[config.mk]
export PLATFORM = sky130hd
export DESIGN_NAME = mem_arbiter_flat
export DESIGN_NICKNAME = d
export VERILOG_FILES = /design/src/rtl/mem_arbiter_pkg.sv /design/src/rtl/mem_arbiter_if.sv /design/src/rtl/mem_arbiter_burst_counter.sv /design/src/rtl/mem_arbiter.sv /design/src/flat_wrapper.sv
export SDC_FILE = /design/constraint.sdc
export NUM_CORES = 1
export LEC_CHECK = 0
export BUFFER_PORTS_ARGS = -buffer_cell sky130_fd_sc_hd__buf_2
export CAP_MARGIN = 30
export CORE_ASPECT_RATIO = 1.75
export CORE_MARGIN = 2
export CORE_UTILIZATION = 30
export DETAILED_ROUTE_END_ITERATION = 16
export GPL_ROUTABILITY_DRIVEN = 0
export PLACE_DENSITY = 0.74
export SLEW_MARGIN = 20
export SYNTH_ARGS = -nofsm -noshare
export SYNTH_HDL_FRONTEND = slang
export SYNTH_SLANG_ARGS = --single-unit
[constraint.sdc]
create_clock -name clk -period 2.7 [get_ports clk]
set_input_delay 0.27 -clock clk [delete_from_list [all_inputs] [get_ports clk]]
set_output_delay 0.27 -clock clk [all_outputs]
set_load 0.1 [all_outputs]
[src/rtl/mem_arbiter_pkg.sv]
// Shared definitions for the main-RAM arbiter: S-100 bus constants,
// port-owner and arbiter-state encodings.
package mem_arbiter_pkg;

    localparam int S100_DATA_WIDTH = 8;
    localparam int MAIN_RAM_WORDS  = 8192;

    typedef enum logic [1:0] {
        OWN_NONE = 2'd0,
        OWN_CPU  = 2'd1,
        OWN_DMA  = 2'd2
    } owner_t;

    typedef enum logic [1:0] {
        ST_IDLE      = 2'd0,
        ST_DMA_BURST = 2'd1,
        ST_CPU_FORCE = 2'd2
    } arb_state_t;

    function automatic logic cpu_pending(input logic rd, input logic we);
        return rd | we;
    endfunction

endpackage

[src/rtl/mem_arbiter_if.sv]
// CPU, DMA and shared-RAM signals of the arbiter. The arbiter uses the slave
// modport; requesters and the RAM model use the master modport.
interface mem_arbiter_if #(
    parameter int ADDR_WIDTH = 13
);
    import mem_arbiter_pkg::*;

    // Requests are levels held until accepted: a CPU access completes in the
    // cycle cpu_ready=1, a DMA access in the cycle dma_gnt=1. Read data returns
    // one cycle after mem_rd (cpu_rdata captured one edge later, dma_rvalid strobe).
    logic [ADDR_WIDTH-1:0]      cpu_addr;
    logic [S100_DATA_WIDTH-1:0] cpu_wdata;
    logic                       cpu_rd;
    logic                       cpu_we;
    logic                       cpu_ready;
    logic [S100_DATA_WIDTH-1:0] cpu_rdata;

    logic                       dma_req;
    logic                       dma_we;
    logic [ADDR_WIDTH-1:0]      dma_addr;
    logic [S100_DATA_WIDTH-1:0] dma_wdata;
    logic                       dma_gnt;
    logic                       dma_rvalid;
    logic [S100_DATA_WIDTH-1:0] dma_rdata;

    logic [ADDR_WIDTH-1:0]      mem_addr;
    logic [S100_DATA_WIDTH-1:0] mem_wdata;
    logic                       mem_rd;
    logic                       mem_we;
    logic [S100_DATA_WIDTH-1:0] mem_rdata;

    modport slave (
        input  cpu_addr, cpu_wdata, cpu_rd, cpu_we,
        output cpu_ready, cpu_rdata,
        input  dma_req, dma_we, dma_addr, dma_wdata,
        output dma_gnt, dma_rvalid, dma_rdata,
        output mem_addr, mem_wdata, mem_rd, mem_we,
        input  mem_rdata
    );

    modport master (
        output cpu_addr, cpu_wdata, cpu_rd, cpu_we,
        input  cpu_ready, cpu_rdata,
        output dma_req, dma_we, dma_addr, dma_wdata,
        input  dma_gnt, dma_rvalid, dma_rdata,
        input  mem_addr, mem_wdata, mem_rd, mem_we,
        output mem_rdata
    );

endinterface

[src/rtl/mem_arbiter_burst_counter.sv]
// Counts contended DMA grants; saturates at MAX_BURST and flags it so the
// arbiter can hand one slot to the CPU.
module burst_counter #(
    parameter int MAX_BURST = 16,
    localparam int CW = $clog2(MAX_BURST + 1)
) (
    input  logic          clk,
    input  logic          reset,
    input  logic          clear,
    input  logic          enable,
    output logic [CW-1:0] count,
    output logic          at_max
);

    assign at_max = (count == CW'(MAX_BURST));

    always_ff @(posedge clk or negedge reset) begin
        if (!reset) begin
            count <= '0;
        end else if (clear) begin
            count <= '0;
        end else if (enable && !at_max) begin
            count <= count + CW'(1);
        end
    end

endmodule

[src/rtl/mem_arbiter.sv]
// Single-port main-RAM arbiter between the CPU and a DMA engine. DMA has
// priority but yields one slot to a waiting CPU after MAX_BURST grants.
module mem_arbiter
    import mem_arbiter_pkg::*;
#(
    parameter int ADDR_WIDTH = $clog2(MAIN_RAM_WORDS),
    parameter int MAX_BURST  = 16
) (
    input  logic                           clk,
    input  logic                           reset,
    mem_arbiter_if.slave                   bus,
    output arb_state_t                     dbg_state,
    output logic [$clog2(MAX_BURST+1)-1:0] dbg_burst_cnt
);

    localparam int BW = $clog2(MAX_BURST + 1);

    arb_state_t                 state;
    arb_state_t                 next_state;
    owner_t                     owner;
    owner_t                     ret_owner;
    logic                       cpu_pend;
    logic                       burst_clear;
    logic                       burst_en;
    logic                       burst_at_max;
    logic [BW-1:0]              burst_cnt;
    logic [ADDR_WIDTH-1:0]      addr_c;
    logic [S100_DATA_WIDTH-1:0] wdata_c;
    logic                       rd_c;
    logic                       we_c;
    logic [S100_DATA_WIDTH-1:0] cpu_rdata_q;

    assign cpu_pend = cpu_pending(bus.cpu_rd, bus.cpu_we);

    always_ff @(posedge clk or negedge reset) begin
        if (!reset) begin
            state <= ST_IDLE;
        end else begin
            state <= next_state;
        end
    end

    // CPU_FORCE arbitrates like IDLE; it only marks that the CPU just had its slot.
    always_comb begin
        next_state = state;
        owner      = OWN_NONE;
        unique case (state)
            ST_IDLE, ST_CPU_FORCE: begin
                if (bus.dma_req) begin
                    owner      = OWN_DMA;
                    next_state = ST_DMA_BURST;
                end else begin
                    next_state = ST_IDLE;
                    if (cpu_pend) owner = OWN_CPU;
                end
            end
            ST_DMA_BURST: begin
                if (bus.dma_req && !(cpu_pend && burst_at_max)) begin
                    owner = OWN_DMA;
                end else if (cpu_pend) begin
                    owner      = OWN_CPU;
                    next_state = ST_CPU_FORCE;
                end else begin
                    next_state = ST_IDLE;
                end
            end
            default: next_state = ST_IDLE;
        endcase
        if (!reset) begin
            owner      = OWN_NONE;
            next_state = ST_IDLE;
        end
    end

    assign burst_clear = (next_state != ST_DMA_BURST);
    assign burst_en    = (owner == OWN_DMA) && cpu_pend;

    burst_counter #(
        .MAX_BURST(MAX_BURST)
    ) u_burst_counter (
        .clk    (clk),
        .reset  (reset),
        .clear  (burst_clear),
        .enable (burst_en),
        .count  (burst_cnt),
        .at_max (burst_at_max)
    );

    // Write beats read when the CPU asserts both.
    always_comb begin
        addr_c  = '0;
        wdata_c = '0;
        rd_c    = 1'b0;
        we_c    = 1'b0;
        unique case (owner)
            OWN_CPU: begin
                addr_c  = bus.cpu_addr;
                wdata_c = bus.cpu_wdata;
                we_c    = bus.cpu_we;
                rd_c    = bus.cpu_rd & ~bus.cpu_we;
            end
            OWN_DMA: begin
                addr_c  = bus.dma_addr;
                wdata_c = bus.dma_wdata;
                we_c    = bus.dma_we;
                rd_c    = ~bus.dma_we;
            end
            default: ;
        endcase
    end

    always_ff @(posedge clk or negedge reset) begin
        if (!reset) begin
            ret_owner   <= OWN_NONE;
            cpu_rdata_q <= '0;
        end else begin
            ret_owner <= rd_c ? owner : OWN_NONE;
            if (ret_owner == OWN_CPU) cpu_rdata_q <= bus.mem_rdata;
        end
    end

    assign bus.mem_addr   = addr_c;
    assign bus.mem_wdata  = wdata_c;
    assign bus.mem_rd     = rd_c;
    assign bus.mem_we     = we_c;
    assign bus.cpu_ready  = (owner == OWN_CPU);
    assign bus.dma_gnt    = (owner == OWN_DMA);
    assign bus.cpu_rdata  = cpu_rdata_q;
    assign bus.dma_rvalid = (ret_owner == OWN_DMA);
    assign bus.dma_rdata  = (ret_owner == OWN_DMA) ? bus.mem_rdata : '0;

    assign dbg_state     = state;
    assign dbg_burst_cnt = burst_cnt;

endmodule

[src/flat_wrapper.sv]
// flat-port wrapper written by rule: the top's interface ports become plain ports
module mem_arbiter_flat import mem_arbiter_pkg::*;
#(
    parameter int ADDR_WIDTH = $clog2(MAIN_RAM_WORDS),
    parameter int MAX_BURST  = 16
)
  (clk, reset, dbg_state, dbg_burst_cnt, bus_cpu_addr, bus_cpu_wdata, bus_cpu_rd, bus_cpu_we, bus_cpu_ready, bus_cpu_rdata, bus_dma_req, bus_dma_we, bus_dma_addr, bus_dma_wdata, bus_dma_gnt, bus_dma_rvalid, bus_dma_rdata, bus_mem_addr, bus_mem_wdata, bus_mem_rd, bus_mem_we, bus_mem_rdata);
  mem_arbiter_if #(.ADDR_WIDTH(ADDR_WIDTH)) bus_i ();
  input  logic clk;
  input  logic reset;
  output arb_state_t dbg_state;
  output logic [$clog2(MAX_BURST+1)-1:0] dbg_burst_cnt;
  input wire logic [$bits(bus_i.cpu_addr)-1:0] bus_cpu_addr;
  input wire logic [$bits(bus_i.cpu_wdata)-1:0] bus_cpu_wdata;
  input wire logic [$bits(bus_i.cpu_rd)-1:0] bus_cpu_rd;
  input wire logic [$bits(bus_i.cpu_we)-1:0] bus_cpu_we;
  output wire logic [$bits(bus_i.cpu_ready)-1:0] bus_cpu_ready;
  output wire logic [$bits(bus_i.cpu_rdata)-1:0] bus_cpu_rdata;
  input wire logic [$bits(bus_i.dma_req)-1:0] bus_dma_req;
  input wire logic [$bits(bus_i.dma_we)-1:0] bus_dma_we;
  input wire logic [$bits(bus_i.dma_addr)-1:0] bus_dma_addr;
  input wire logic [$bits(bus_i.dma_wdata)-1:0] bus_dma_wdata;
  output wire logic [$bits(bus_i.dma_gnt)-1:0] bus_dma_gnt;
  output wire logic [$bits(bus_i.dma_rvalid)-1:0] bus_dma_rvalid;
  output wire logic [$bits(bus_i.dma_rdata)-1:0] bus_dma_rdata;
  output wire logic [$bits(bus_i.mem_addr)-1:0] bus_mem_addr;
  output wire logic [$bits(bus_i.mem_wdata)-1:0] bus_mem_wdata;
  output wire logic [$bits(bus_i.mem_rd)-1:0] bus_mem_rd;
  output wire logic [$bits(bus_i.mem_we)-1:0] bus_mem_we;
  input wire logic [$bits(bus_i.mem_rdata)-1:0] bus_mem_rdata;
  assign bus_i.cpu_addr = bus_cpu_addr;
  assign bus_i.cpu_wdata = bus_cpu_wdata;
  assign bus_i.cpu_rd = bus_cpu_rd;
  assign bus_i.cpu_we = bus_cpu_we;
  assign bus_cpu_ready = bus_i.cpu_ready;
  assign bus_cpu_rdata = bus_i.cpu_rdata;
  assign bus_i.dma_req = bus_dma_req;
  assign bus_i.dma_we = bus_dma_we;
  assign bus_i.dma_addr = bus_dma_addr;
  assign bus_i.dma_wdata = bus_dma_wdata;
  assign bus_dma_gnt = bus_i.dma_gnt;
  assign bus_dma_rvalid = bus_i.dma_rvalid;
  assign bus_dma_rdata = bus_i.dma_rdata;
  assign bus_mem_addr = bus_i.mem_addr;
  assign bus_mem_wdata = bus_i.mem_wdata;
  assign bus_mem_rd = bus_i.mem_rd;
  assign bus_mem_we = bus_i.mem_we;
  assign bus_i.mem_rdata = bus_mem_rdata;
  mem_arbiter #(.ADDR_WIDTH(ADDR_WIDTH), .MAX_BURST(MAX_BURST)) u_core (.clk(clk), .reset(reset), .bus(bus_i), .dbg_state(dbg_state), .dbg_burst_cnt(dbg_burst_cnt));
endmodule
==> flow_summary.yaml <==
synth:
  synthCells: 135
  synth_cell_types: 28
  ys_ff_latch: 17
  async_flop_share: 1.00
  yosys.area.top_type: "dfrtp_1"
  yosysSeqAreaShare: 0.351
  yosysWarnings: 0
  synthTopCellsByArea: "dfrtp_1 (35%), a22oi_1 (14%), mux2_2 (7.4%)"
  synth_area_sq_mm: 0.00121
  synth.most_common_cell: "nor2_1"
  synthTopCellsByCount: "nor2_1 (23), a22oi_1 (22), dfrtp_1 (17), and2_1 (8), mux2_2 (8)"
  synth.avg_cell_area_sq_um: 8.97
  synth-main-ff-cell: "dfrtp_1"
  synth.net_count: 196
  netlist.area_leader.share: 0.351
  synth_edf_count: 0
timing:
  setup_viol: 0
  fin_tns_setup_ns: 0
  maxSlewHeadroom: 0.673
  hold_viol_final: 0
  max_freq_mhz: 377
  final_max_slew_viol_count: 0
  min_period_ns: 2.65
  period_share: 0.981
  worstMarginPinSlew_ns: 0.494
  setup_slack_ns: 0.0503
  fin_skew_ns: 0.00382
  rsz0062_at_grt: "true"
  holdWs_ns: 0.00780
cts:
  clk_path_buf_depth: 2
  numCtsBuffers: 3
  cts.sinks: 17
  insertion_delay_ns: 0.25
  h-tree-depth: 1
  root_buffer: "clkbuf_8"
  cts.clk_slew.worst_paths_ns: 0.06
  cts_tree: "yes"
grt:
  antenna_found_initial: 0
  grt_start_max_net_pins: 11
  grt_pass1_wl_um: 6790
  grtUsageTotal: 0.189
  overflow: 0
  grt_pass1_vias: 1519
critical_path:
  worstPathMaxFanout: 6
  worstSetupStartpointType: "flop"
  arrival_ns: 2.38
  critPathKind: "flop to primary output"
  r2r_end: "u_core.ret_owner[0]"
  reg2reg_depth: 9
  endpoint_kind: "primary output"
  worstPathRequired_ns: 2.43
  rrSetupSlack_ns: 0.50
  r2r_start: "u_core.u_burst_counter.count[1]"
pwr:
  swShare: 0.496
  vdd_drop_max_mv: 0.529
  switchingPower_w: 0.000566
  clkPwrFrac: 0.161
  pwr-share-seq: 0.261
  p_leak_nw: 1.13
  p_comb_frac: 0.579
  internal_power_w: 0.000575
  p_total_w: 0.00114
  power.density_mw_per_mm2: 419
finish:
  diodes: 0
  syn2layout_area_growth_pct: 125
  fin_nets: 320
  drive_above_1_share: 0.787
routing:
  wl_met2_um: 2530
  drtIter0Drc: 17
  drcViolationCount: 0
  dr_total_vias: 1546
  postRouteWirelength_um: 4460
  highest_layer: "met4"
  met1Wirelength_um: 1460
  vias_per_cell: 5.05
  met3_wirelength_um: 430
  firstDrtPassIters: 4
  wire_per_inst_um: 14.6
  postRouteAntennaNets: 0
min_path:
  min_path_type: "input port to async pin"
floorplan:
  rows: 30
  initial_utilization: 0.313
  die_x_um: 52.0
  fp.dieH_um: 88.1
  ios: 105
  die-area_sq_mm: 0.00458
  core_sq_mm: 0.00387
flow_run:
  max-cap-violations: 0
place:
  port_buffers: 104
  hpwl_um: 3600
  dp_slack_ns: 0.134
outcome:
  status: "finished, final reports clean"
## layout make-up
cell class / count / area (sq um)
inverter: 7 / 32.5
multi-input combinational: 103 / 1070
timing repair buffer: 127 / 1070
sequential: 17 / 447
fill: 283 / 1140
clock inverter: 1 / 5.00
tap: 48 / 60.1
clock buffer: 3 / 41.3
## metrics by stage
stage,std cells,utilization,area [sq um]
after floorplan,135,-,1630
after global placement,288,0.652,2520
after detailed placement,288,0.652,2520
after CTS,299,0.682,2640
after global routing,306,0.704,2720
final,306,0.704,2720
## power by group through the flow
stage               logic (W)  clock network, W  registers, W
floorplan            0.000269                 0      0.000504
finish               0.000660          0.000183      0.000297
global placement     0.000634                 0      0.000300
detailed placement   0.000639                 0      0.000301
CTS                  0.000650          0.000188      0.000298
global route         0.000686          0.000196      0.000302
## worst max-delay path, cell delays in order, from the launching register on
cell and delay (ns):
dfrtp_4 0.49, inv_2 0.08, ha_4 0.14, nand4bb_4 0.14, o2111ai_4 0.26, buf_4 0.17, ha_4 0.18, clkbuf_2 0.18
buf_4 0.13, a22oi_2 0.06, nor2_4 0.13, buf_12 0.18
## sequential cells by signal, indices dropped and copies added (netlist names)
signal                        cells
u_core.bus.cpu_rdata              8
u_core.dbg_state                  2
u_core.u_burst_counter.count      5
u_core.ret_owner                  2
## what timing repair did
action | 4_1_cts | 5_1_grt
pin swaps | 2 | 12
setup endpoints to repair | 23 | 23
buffers inserted | 6 | 7
hold buffers | 1 | 0
resized for setup | 5 | 8
hold endpoints to repair | 7 | 0
## cell families (layout without fill, tap and decap cells)
logic type                 count (synthesis)  in the layout  synth area share
adders and majority gates                  5              5            0.0517
muxes                                      8              8            0.0744
and+or+nand+nor                           47             47             0.223
buffers and inverters                     15            138            0.0475
AOI/OAI and AO/OA                         43             43             0.252
DFF                                       17             17             0.351
## worst max-delay path by stage
stage / start / to / slack, ns
after global placement: u_core.u_burst_counter.count[1] / bus_mem_addr[2] / 0.18
after CTS: u_core.u_burst_counter.count[1] / bus_mem_wdata[6] / -0.02
after global routing: u_core.u_burst_counter.count[1] / bus_mem_wdata[4] / -0.06
after detailed placement: u_core.u_burst_counter.count[1] / bus_mem_wdata[6] / 0.13
after floorplan: u_core.u_burst_counter.count[1] / bus_mem_addr[0] / -0.23
final: u_core.u_burst_counter.count[1] / bus_mem_wdata[4] / 0.05
## layout by cell type, fill, tap and decap left out, types with 2 or more instances in the layout
cell,n
buf_2,80
buf_12,23
nor2_4,22
a22oi_2,20
buf_4,15
dfrtp_1,10
and2_1,8
mux2_2,8
o21ai_0,7
buf_6,7
dfrtp_4,5
inv_1,4
a21oi_1,4
ha_4,4
nand2_1,3
nand2b_1,3
clkbuf_8,3
a21oi_2,2
a22oi_1,2
or3_1,2
nand3_1,2
dfrtp_2,2
## routing by layer
metal | global-route usage | vias up
li1 | - | 735
met5 | 0 | -
met4 | 0.0431 | 0
met3 | 0.0324 | 6
met1 | 0.202 | 713
met2 | 0.371 | 92
Note: power is estimated with default switching activity, not from simulation.
